[src/rtl/eth_tx_sched.sv]
`default_nettype none
// +--------------------------------------------------------------------------+
// | Module  : eth_tx_sched                                                   |
// | Purpose : Frame-level RGMII TX scheduler. Round-robin arbitration        |
// |           between the NIOS TX buffer (source 0) and the hardware stream  |
// |           buffer (source 1), preamble/SFD insertion, byte streaming      |
// |           from the granted buffer and inter-frame gap enforcement.       |
// | Rev     : 1.0  initial release                                           |
// +--------------------------------------------------------------------------+
module eth_tx_sched #(
  parameter int ADDR_W  = 11,
  parameter int MAX_LEN = 1518,
  parameter int PRE_LEN = 7,
  parameter int IFG_LEN = 12
) (
  input  logic              i_tx_clk,
  input  logic              rst_n,
  input  logic              i_enable,
  input  logic              i_req_0,
  input  logic [ADDR_W-1:0] i_len_0,
  input  logic [7:0]        i_rd_data_0,
  output logic              o_done_0,
  input  logic              i_req_1,
  input  logic [ADDR_W-1:0] i_len_1,
  input  logic [7:0]        i_rd_data_1,
  output logic              o_done_1,
  output logic [ADDR_W-1:0] o_rd_addr,
  output logic              o_drop,
  output logic              o_tx_en,
  output logic [7:0]        o_tx_data,
  output logic              o_busy,
  output logic              o_grant,
  output logic [15:0]       o_frm_cnt
);

  localparam int PRE_W = $clog2(PRE_LEN + 1);
  localparam int IFG_W = $clog2(IFG_LEN + 1);

  localparam logic [PRE_W-1:0]  PRE_LAST  = PRE_W'(PRE_LEN - 1);
  // The IDLE arbitration cycle and the launch cycle that follows a grant
  // both keep tx_en low, so the IFG state itself only needs to cover the
  // remaining IFG_LEN-2 cycles for the wire gap to be exactly IFG_LEN.
  localparam logic [IFG_W-1:0]  IFG_LAST  = IFG_W'(IFG_LEN - 3);
  localparam logic [ADDR_W-1:0] MAX_LEN_W = ADDR_W'(MAX_LEN);
  localparam logic [ADDR_W-1:0] ONE_A     = ADDR_W'(1);

  typedef enum logic [2:0] {
    IDLE = 3'd0,
    PRE  = 3'd1,
    SFD  = 3'd2,
    DATA = 3'd3,
    IFG  = 3'd4
  } state_t;

  state_t            state;
  logic [ADDR_W-1:0] len_r;
  logic [ADDR_W-1:0] byte_cnt;
  logic [PRE_W-1:0]  pre_cnt;
  logic [IFG_W-1:0]  ifg_cnt;
  logic              last_src;
  logic [15:0]       frm_cnt;

  logic              pick_src;
  logic [ADDR_W-1:0] pick_len;
  logic              pick_bad;
  logic              grant_ok;
  logic              addr_last;
  logic [7:0]        src_data;

  // Round-robin pick and length qualification of the candidate frame.
  always_comb begin
    pick_src = 1'b0;
    pick_len = '0;
    pick_bad = 1'b0;
    grant_ok = 1'b0;
    if (i_req_0 && i_req_1) begin
      pick_src = ~last_src;
    end else begin
      pick_src = i_req_1;
    end
    pick_len = pick_src ? i_len_1 : i_len_0;
    pick_bad = (pick_len == '0) || (pick_len > MAX_LEN_W);
    // A drop pulse blocks re-arbitration for one clock so the requester
    // has a chance to withdraw the rejected request.
    grant_ok = i_enable && (i_req_0 || i_req_1) && !o_drop;
  end

  assign addr_last = (o_rd_addr == (len_r - ONE_A));
  assign src_data  = o_grant ? i_rd_data_1 : i_rd_data_0;
  assign o_frm_cnt = frm_cnt;

  // Frame sequencer; every output is registered here.
  always_ff @(posedge i_tx_clk or negedge rst_n) begin
    if (!rst_n) begin
      state     <= IDLE;
      len_r     <= '0;
      byte_cnt  <= '0;
      pre_cnt   <= '0;
      ifg_cnt   <= '0;
      last_src  <= 1'b1;
      frm_cnt   <= 16'd0;
      o_done_0  <= 1'b0;
      o_done_1  <= 1'b0;
      o_rd_addr <= '0;
      o_drop    <= 1'b0;
      o_tx_en   <= 1'b0;
      o_tx_data <= 8'h00;
      o_busy    <= 1'b0;
      o_grant   <= 1'b0;
    end else begin
      o_drop   <= 1'b0;
      o_done_0 <= 1'b0;
      o_done_1 <= 1'b0;
      case (state)
        IDLE: begin
          o_tx_en   <= 1'b0;
          o_tx_data <= 8'h00;
          if (grant_ok) begin
            o_grant  <= pick_src;
            len_r    <= pick_len;
            last_src <= pick_src;
            if (pick_bad) begin
              o_drop <= 1'b1;
              if (pick_src) begin
                o_done_1 <= 1'b1;
              end else begin
                o_done_0 <= 1'b1;
              end
            end else begin
              // Address 0 is presented now so the first byte is already
              // waiting in the output path when SFD completes.
              state     <= PRE;
              o_busy    <= 1'b1;
              pre_cnt   <= '0;
              o_rd_addr <= '0;
            end
          end
        end

        PRE: begin
          o_tx_en   <= 1'b1;
          o_tx_data <= 8'h55;
          if (pre_cnt == PRE_LAST) begin
            state <= SFD;
          end else begin
            pre_cnt <= pre_cnt + PRE_W'(1);
          end
        end

        SFD: begin
          o_tx_en   <= 1'b1;
          o_tx_data <= 8'hD5;
          state     <= DATA;
          byte_cnt  <= '0;
          if (!addr_last) begin
            o_rd_addr <= o_rd_addr + ONE_A;
          end
        end

        DATA: begin
          if (byte_cnt == len_r) begin
            o_tx_en   <= 1'b0;
            o_tx_data <= 8'h00;
            state     <= IFG;
            ifg_cnt   <= '0;
            frm_cnt   <= frm_cnt + 16'd1;
            if (o_grant) begin
              o_done_1 <= 1'b1;
            end else begin
              o_done_0 <= 1'b1;
            end
          end else begin
            o_tx_en   <= 1'b1;
            o_tx_data <= src_data;
            byte_cnt  <= byte_cnt + ONE_A;
            if (!addr_last) begin
              o_rd_addr <= o_rd_addr + ONE_A;
            end
          end
        end

        IFG: begin
          o_tx_en   <= 1'b0;
          o_tx_data <= 8'h00;
          if (ifg_cnt == IFG_LAST) begin
            state  <= IDLE;
            o_busy <= 1'b0;
          end else begin
            ifg_cnt <= ifg_cnt + IFG_W'(1);
          end
        end

        default: begin
          state   <= IDLE;
          o_busy  <= 1'b0;
          o_tx_en <= 1'b0;
        end
      endcase
    end
  end

endmodule
`default_nettype wire

[config.mk]
export PLATFORM = sky130hd
export DESIGN_NAME = eth_tx_sched
export DESIGN_NICKNAME = d
export VERILOG_FILES = /design/src/rtl/eth_tx_sched.sv
export SDC_FILE = /design/constraint.sdc
export NUM_CORES = 1
export LEC_CHECK = 0
export CORE_MARGIN = 4
export CORE_UTILIZATION = 56
export DETAILED_ROUTE_END_ITERATION = 8
export GPL_TIMING_DRIVEN = 0
export HOLD_SLACK_MARGIN = 0.06
export PLACE_DENSITY = 0.85
export SETUP_SLACK_MARGIN = 0.1
export SKIP_LAST_GASP = 1
export SYNTH_ARGS = -nofsm -noshare
export SYNTH_HDL_FRONTEND = slang
export SYNTH_SLANG_ARGS = --single-unit
[constraint.sdc]
create_clock -name i_tx_clk -period 6 [get_ports i_tx_clk]
set_input_delay 1.2 -clock i_tx_clk [delete_from_list [all_inputs] [get_ports i_tx_clk]]
set_output_delay 1.2 -clock i_tx_clk [all_outputs]
set_load 0.005 [all_outputs]
# After elaboration in Yosys (flattened, before gate mapping)
# Index checks and enable logic that the tools add are counted.
# Widths: inputs -> output; s select.
# word_totals
wordCells,110
mem_bits_rw,0
register_bits,74
output_inout_bits,41
mem_bits_ro,0
n_memories,0
latch_bits,0
input_bits,43
# classes
multipliers,0
n_eq_ne,16
div_mod_pow,0
n_mux,46
addsub,6
reduce_logical,24
n_shift,0
n_lt_le_gt_ge,1
bitwise_logic,2
# ops
operator,n
$mux 11,6
$pmux 11 s3,1
$pmux 8 s4,1
$mux 3,8
$add 11x1->11 const B,2
$eq 11x11->1,2
$pmux 11 s2,1
$mux 1,18
$add 16x1->16 const B,1
$mux 8,2
$ne 2x2->1 const B,8
$pmux 3 s5,1
$reduce_and 4->1,3
$gt 11x11->1 const B,1
$logic_not 11->1,1
$sub 11x1->11 const B,1
$mux 4,2
$pmux 4 s2,1
$eq 3x2->1 const B,2
$eq 3x3->1 const B,2
$pmux 1 s2,3
$pmux 3 s2,1
$reduce_and 2->1,3
$reduce_bool 2->1,3
16 further kinds,21

# Depth between registers and ports, before layout
# depth
depth_word,8
depth_mapped,12
depth_no_buf,9

# Worst setup path before layout
# OpenSTA, ideal clock, no wires.
# synth_path
kind,input -> register
start,input i_len_1[1]
end,register pre_cnt[2]
cell_stages,7
slack_ns,3.179
setup_time_ns,0.125
arrival_ns,2.696
required_ns,5.875
n_path_buf,0
path_cell_list,or4_1 > nor3_1 > nand4b_1 > o31ai_1 > nor3_2 > mux2i_1 > a2111oi_0
# synth_between
elab_chain_len,5
elab_cells_between_ends,6
cone_classes,1 x order compare; 1 x eq/ne; 1 x mux; 3 x reduce/logical
# synth_rtl
element,line,rtl
start: declaration,24,"input logic [ADDR_W-1:0] i_len_1,"
$mux 11 *,81,pick_len = pick_src ? i_len_1 : i_len_0;
$gt 11x11->1 or $logic_not 11->1 (tied branches),82,pick_bad = (pick_len == '0) || (pick_len > MAX_LEN_W);
$logic_or 1x1->1 *,82,
$ne 2x2->1 (no source line) *,n/a,
$reduce_and 4->1 (no source line) *,n/a,
end signal: assignment,146,pre_cnt <= pre_cnt + PRE_W'(1);
end: declaration,58,logic [PRE_W-1:0] pre_cnt;
# Every way passes the cells marked *; elsewhere a longest branch is shown, timed or not.
# A chain may end at the register's enable or synchronous reset.

# Worst setup path in the final report
# layout_path
start,input i_req_1
end,register o_rd_addr[9]
# layout_between
elab_chain_len,7
elab_cells_between_ends,12
cone_classes,1 x order compare; 2 x eq/ne; 2 x mux; 7 x reduce/logical
# layout_rtl
element,line,rtl
start: declaration,23,"input logic i_req_1,"
$logic_and 1x1->1,76,if (i_req_0 && i_req_1) begin
$mux 1,76,
$mux 11,81,
$gt 11x11->1 or $logic_not 11->1 (tied branches),82,
$logic_or 1x1->1,82,
$ne 2x2->1 (no source line),n/a,
$reduce_and 4->1 (no source line) *,n/a,
end signal: assignment,156,o_rd_addr <= o_rd_addr + ONE_A;
end signal: assignment,177,o_rd_addr <= o_rd_addr + ONE_A;
end: declaration,27,"output logic [ADDR_W-1:0] o_rd_addr,"
# Marks and branches as above.

==> run metrics <==
CTS root buf clkbuf_8; clk buf depth 2; antenna viol nets, final 0; latest clock arrival within the worst-skew pair approximately 0.37 ns; Worst Path Required roughly 6.3 ns; r2r setup slk 2.98 ns; Die H 95.9 um; setup repair bufs after CTS 0; Final Slew Violations 0; Int Power roughly 0.0013 W; Max Cap Violations 0; Setup violations, final 0; Hold Startpoint o_frm_cnt[15]; crit path time final 3.26 ns; die width 95.9 um; initial antenna violation count 0; number of global-route vias before repair 3873; Synth top cells by count dfrtp_1 (73), nor2_1 (51), xor2_1 (28), nand3_1 (24), a21oi_1 (23); Final Worst Setup Slack 2.74 ns; Critical Path Sink Type flop; top_reg_cell synth dfrtp_1; status finished clean; Worst EP arrival 3.52 ns; most common cell in the netlist dfrtp_1; Unique masters post-synth 60; Worst R2R Start len_r[0]; Seq pwr share 0.376; hpwl dp 7850 um; Slowest cell on crit path clkdlybuf4s50_1; sw frac 0.374; Reg-to-Reg End o_rd_addr[4]; RD Place Congestion between 0.9 and 1; effective utilization at floorplan 0.587; post-CTS resize count 0; Relative slew margins 0.514; sw power around 0.00076 W; Worst-path clk slew 0.09 ns; Synth area leader dfrtp_1; Synth Warn # 0; Area Overhead vs Synth 27.6%; hold_buf cts 0; fillers roughly 550; layout cell share with drive strength beyond 1 0.0921; Ports 84; pre-CTS WS 2.31 ns; CORE AREA 7370 um^2; TNS Setup 0 ns; syn_area_per_cell 9.52 um^2; Peak VDD IR around 0.00018 V; first-pass GRT wire length about 18000 um; initial drt markers ~230; final net count 600; dominant cells by area after synthesis dfrtp_1 (42%), xor2_1 (5.7%), nor2_1 (4.4%); Seq cells post-synth 74; Worst setup SP type input pin; hold path endpoint o_frm_cnt[15]; total grt overflow 0; Die Area 9190 um^2; TritonCTS Buffers 9; Routed WL 10700 um; WS Path Type input pin to flop; vias 3795; Peak Freq around 300 MHz; Lkg Pwr between 2 and 2.5 nW; power share of the combinational group 0.417; syn_nets 505; Critical Path Fanout Max 10; row count 31; largest net degree at the start of global routing 74; CTS tree done; crit-path cells clkdlybuf4s50_1, a21boi_2, mux2i_1, nor3_1, nor3_2, o21bai_2, buf_6, a211o_1; Post-synth EDFFs 0; vias per cell between 5 and 6; Max stage delay on crit path 0.47 ns; PortBufs 83; drt pass-1 iters 4; antenna cell count 0; clock tree sinks 74; clock share of power 0.207; routed length per instance about 16 um; Min-Delay Path Depth 1; Tightest Pin Transition between 0.7 and 0.8 ns; fin crit share 0.543; Hold Path Class flop to flop; worst reg2reg path depth 12; Syn Std Cell Area roughly 4300 um^2; total track usage 0.250; top cell type's share of synthesized area 0.423; RSZ-0062 raised after global routing no; final hold vios 0; H-tree depth 3; Cell Pwr Density around 370 nW/um^2; Remaining DRCs 0; sequential share of the synthesized area 0.429; asr flop ratio synth 1.00; Final Skew ~0.010 ns; cell count after synthesis 454
routing by layer:
layer	vias up	share of wire	GRT usage
met3	20	0.060	0.0407
met1	1843	0.42	0.315
met4	0	0.023	0.104
met2	127	0.50	0.425
li1	1805	-	-
met5	-	0	0
sequential cells by signal (all words and copies together), names as in the netlist:
register / count
o_frm_cnt: 16
byte_cnt: 11
len_r: 11
o_rd_addr: 11
o_tx_data: 8
ifg_cnt: 4
pre_cnt: 3
state: 3
last_src: 1
o_busy: 1
o_done_0: 1
o_done_1: 1
o_drop: 1
o_grant: 1
o_tx_en: 1
per-stage QoR:
step           utilization  total power (W)  hold WS [ns]  instances  area, um^2
2_1_floorplan            -          0.00130         0.465        454        4320
6_report             0.748          0.00202         0.481        653        5520
3_3_place_gp         0.716          0.00156         0.459        636        5280
4_1_cts              0.748          0.00202         0.482        653        5520
5_1_grt              0.748          0.00216         0.511        653        5520
3_5_place_dp         0.720          0.00160         0.464        637        5300
power groups by stage:
| stage | Combinational [W] | Sequential [W] | Clock, W |
|---|---|---|---|
| global placement | 0.000797 | 0.000761 | 0 |
| global route | 0.000939 | 0.000775 | 0.000444 |
| detailed placement | 0.000836 | 0.000763 | 0 |
| finish | 0.000841 | 0.000759 | 0.000418 |
| CTS | 0.000844 | 0.000756 | 0.000422 |
| floorplan | 0.000566 | 0.000737 | 0 |
placed cells by master, fill, tap and decap left out, types with 3 or more instances in the layout:
cell type / instances
o22ai_1: 4
nand3_1: 24
buf_2: 4
mux2i_1: 19
clkbuf_1: 8
clkinvlp_4: 3
clkdlybuf4s50_1: 82
a31oi_1: 4
a21oi_1: 23
a22o_1: 4
nand2_1: 22
mux2_2: 6
a211oi_1: 3
or2_2: 3
nand4_1: 7
clkbuf_8: 12
nor2b_1: 6
xnor2_1: 19
dfrtp_1: 73
o21ai_0: 15
and2_1: 5
inv_1: 19
nor3_1: 14
or3_1: 3
and3_1: 10
a211o_1: 8
nor4_1: 15
a311oi_1: 4
ha_1: 8
nor2_1: 51
buf_6: 6
xor2_1: 28
kinds of logic after synthesis:
| group | share of synthesized area |
|---|---|
| AO/OA/AOI/OAI | 0.135 |
| XOR/XNOR | 0.0952 |
| adder cells (fa/ha/maj) | 0.0232 |
| buffers and inverters | 0.0515 |
| flip-flops | 0.429 |
| multiplexers | 0.0596 |
| AND/OR/NAND/NOR | 0.207 |
layout make-up:
cell class              count  area [um^2]  share of cell area
inverters                  19         71.3              0.0129
plain buffers              22          151              0.0275
clock buffers              11          151              0.0275
well taps                  99          124              0.0225
flip-flops and latches     74         1850               0.336
multi-input cells         339         2250               0.407
clock inverters             5         61.3              0.0111
repair buffers             84          856               0.155
worst max-delay path, delay by kind of cell:
kind                   cells  cell delay (ns)
AOI/OAI and AO/OA          3             0.82
buffers and inverters      2             0.63
and+or+nand+nor            2             0.57
muxes                      1             0.28
how the worst max path moves through the flow:
stage | slack (ns) | end | startpoint | cells after the start
floorplan | 3.18 | pre_cnt[2] | i_len_1[1] | 7
global placement | 1.19 | o_frm_cnt[5] | rst_n | 1
detailed placement | 2.31 | o_rd_addr[9] | i_req_1 | 8
CTS | 2.72 | o_rd_addr[9] | i_req_1 | 8
global route | 2.57 | o_rd_addr[4] | i_req_1 | 8
finish | 2.74 | o_rd_addr[9] | i_req_1 | 8
No activity file was read; power rests on OpenSTA's default activity.
==> patch: new RTL, same flow settings <==
Put one more register stage on the output `o_frm_cnt`, with the module's reset. The value now appears one clock later. The other outputs are not delayed to match.
--- a/src/rtl/eth_tx_sched.sv
+++ b/src/rtl/eth_tx_sched.sv
@@ -89,3 +89,9 @@
   assign src_data  = o_grant ? i_rd_data_1 : i_rd_data_0;
-  assign o_frm_cnt = frm_cnt;
+  always_ff @(posedge i_tx_clk or negedge rst_n) begin
+    if (!rst_n) begin
+      o_frm_cnt <= '0;
+    end else begin
+      o_frm_cnt <= frm_cnt;
+    end
+  end
 
Function: same outputs for any inputs over 10 cycles, from zero or initial values and one cycle with rst_n low; that may be too few to reach the edited logic, so the function may still have changed.
==> patch against the unedited design <==
Routed wire length grew 3.1%; largest cell class is now sequential cells; setup slack gained 0.0095 ns; area after synthesis grew 7.2%; sequential power grew 15%; sequential cell count grew 16; final area grew 5.4%; count of clock-buffer cells in the layout shrank 2; maximum frequency grew 0.29%; power grew 5.3%; largest power group is now registers.
==> patch: results (changes against the unedited design) <==
synthesis:
  synth_xor_area_share_pct: 8.504  # -1.0 points
  seq_area_frac_synth_pct: 48.62  # +5.8 points
  syn-num-nets: 517  # +2.4%
  synth-adder-area-share_pct: 2.160  # -0.16 points
  muxShareOfSynthArea_pct: 5.373  # -0.59 points
  synth_compound_area_share_pct: 11.96  # -1.5 points
  ys_types: 50  # -17%
  ys_top_cells_by_area: "dfrtp_1, xnor2_1, xor2_1"
  synth_common_cells: "dfrtp_1, nor2_1, nand3_1, o21ai_0, nand2_1"
  synth_warnings: 0  # unchanged
pwr:
  p_leak_uw: 0.002537  # +3.7%
  irDropWorstVdd_v: 0.0001742  # -5.9%
worst_setup_path:
  worst-path-max-fanout: 10  # unchanged
  cp.arrival_ns: 3.49  # -0.03 ns
global_route:
  grt_pass1_wl_um: 18490  # +2.8%
  grt_max_degree: 52  # -30%
  grt_use_total_pct: 23.04  # -1.9 points
  antenna_found_initial: 0  # unchanged
clocking:
  clkTransAtPathRegs_ns: 0.10
  worstSkewPairLatency_ns: 0.36
  cts_max_level: 3  # unchanged
  post_cts_buffers: 0  # unchanged
  cts_buffers: 9  # unchanged
placement:
  io_buffers: 83  # unchanged
  dpl.hpwl_um: 8204  # +4.5%
  place_congestion: 0.9194  # +1.9%
sta:
  fin_worst_skew_ns: 0.008345  # -0.001994 ns
  maxSlewHeadroom_pct: 19.10  # -32 points
min_path:
  hold_path_class: "reg -> reg"
routing:
  vias: 3972  # +4.7%
  drt_pass1_iterations: 5  # +1
  wl_per_cell_um: 16.46  # +0.82%
  drtIter0Drc: 309  # +36%
finish:
  final_common_cell: "dfrtp_1"
  nFillCells: 564  # +2.7%
  layout-drive-gt1-share_pct: 7.774  # -1.4 points
  n_antenna_cell: 0  # unchanged
  final_nets: 612  # +2.0%
outcome:
  status: "completed"
patch: changes by cell type after synthesis, moves of 6 or more:
cell | unedited run | this run
nor2_1 | 51 | 36
nand3_1 | 24 | 32
or3_1 | 3 | 10
o21ai_0 | 15 | 26
a211o_1 | 8 | 2
xor2_1 | 28 | 21
dfrtp_1 | 73 | 89
patch: layout make-up:
type	instances	share of cell area (%)
flip-flops and latches	90	38.78
multi-input cells	339	38.22
repair buffers	84	14.73
well taps	102	2.196
clock buffers	9	2.132
plain buffers	19	1.593
clock inverters	7	1.184
inverters	18	1.163
patch: where the power goes:
group | switching, uW | internal [uW] | leakage, uW
clock network | 237 | 161 | 0.0000915
registers | 144 | 733 | 0.00118
logic | 445 | 406 | 0.00127
patch: worst max-delay path, stage by stage:
cell and delay [ns]:
clkdlybuf4s50_1 0.47, a21boi_1 0.47, a22oi_1 0.29, nor4_1 0.39
o22ai_2 0.18, buf_6 0.17, o31ai_1 0.22, o31ai_1 0.10
patch: layer usage:
layer	vias up	part of all wire [%]	global-route usage [%]
li1	1862	-	-
met1	1916	43	30.02
met2	169	49	38.84
met3	25	6.8	5.591
met4	0	1.3	5.672
met5	-	0	0
patch: cells by family after synthesis:
family	count (synthesis)
AND/OR/NAND/NOR	173
flip-flops	90
AO/OA/AOI/OAI	89
XOR/XNOR	45
buffers and inverters	37
multiplexers	24
adder cells (fa/ha/maj)	8
patch: path summary, 6_finish.rpt:
check | cells past startpoint | endpoint | from | slack, ns
max reg2reg | 10 | o_rd_addr[8] | len_r[0] | 3.00
min reg2reg | 0 | o_frm_cnt[15] | frm_cnt[15] | 0.43
max | 8 | o_rd_addr[4] | i_req_1 | 2.75
min | 0 | o_frm_cnt[15] | frm_cnt[15] | 0.43
min in group asynchronous | 1 | o_rd_addr[5] | rst_n | 0.80
max in group asynchronous | 2 | byte_cnt[7] | rst_n | 4.59
patch: per-stage QoR:
step | std cells | setup WS, ns | cell area (um2) | power [uW]
5_1_grt | 668 | 2.561 | 5811 | 2267
3_5_place_dp | 652 | 2.389 | 5618 | 1729
3_3_place_gp | 651 | 0.6307 | 5593 | 1686
4_1_cts | 668 | 2.768 | 5811 | 2128
2_1_floorplan | 466 | 3.171 | 4634 | 1403
6_report | 668 | 2.748 | 5811 | 2125
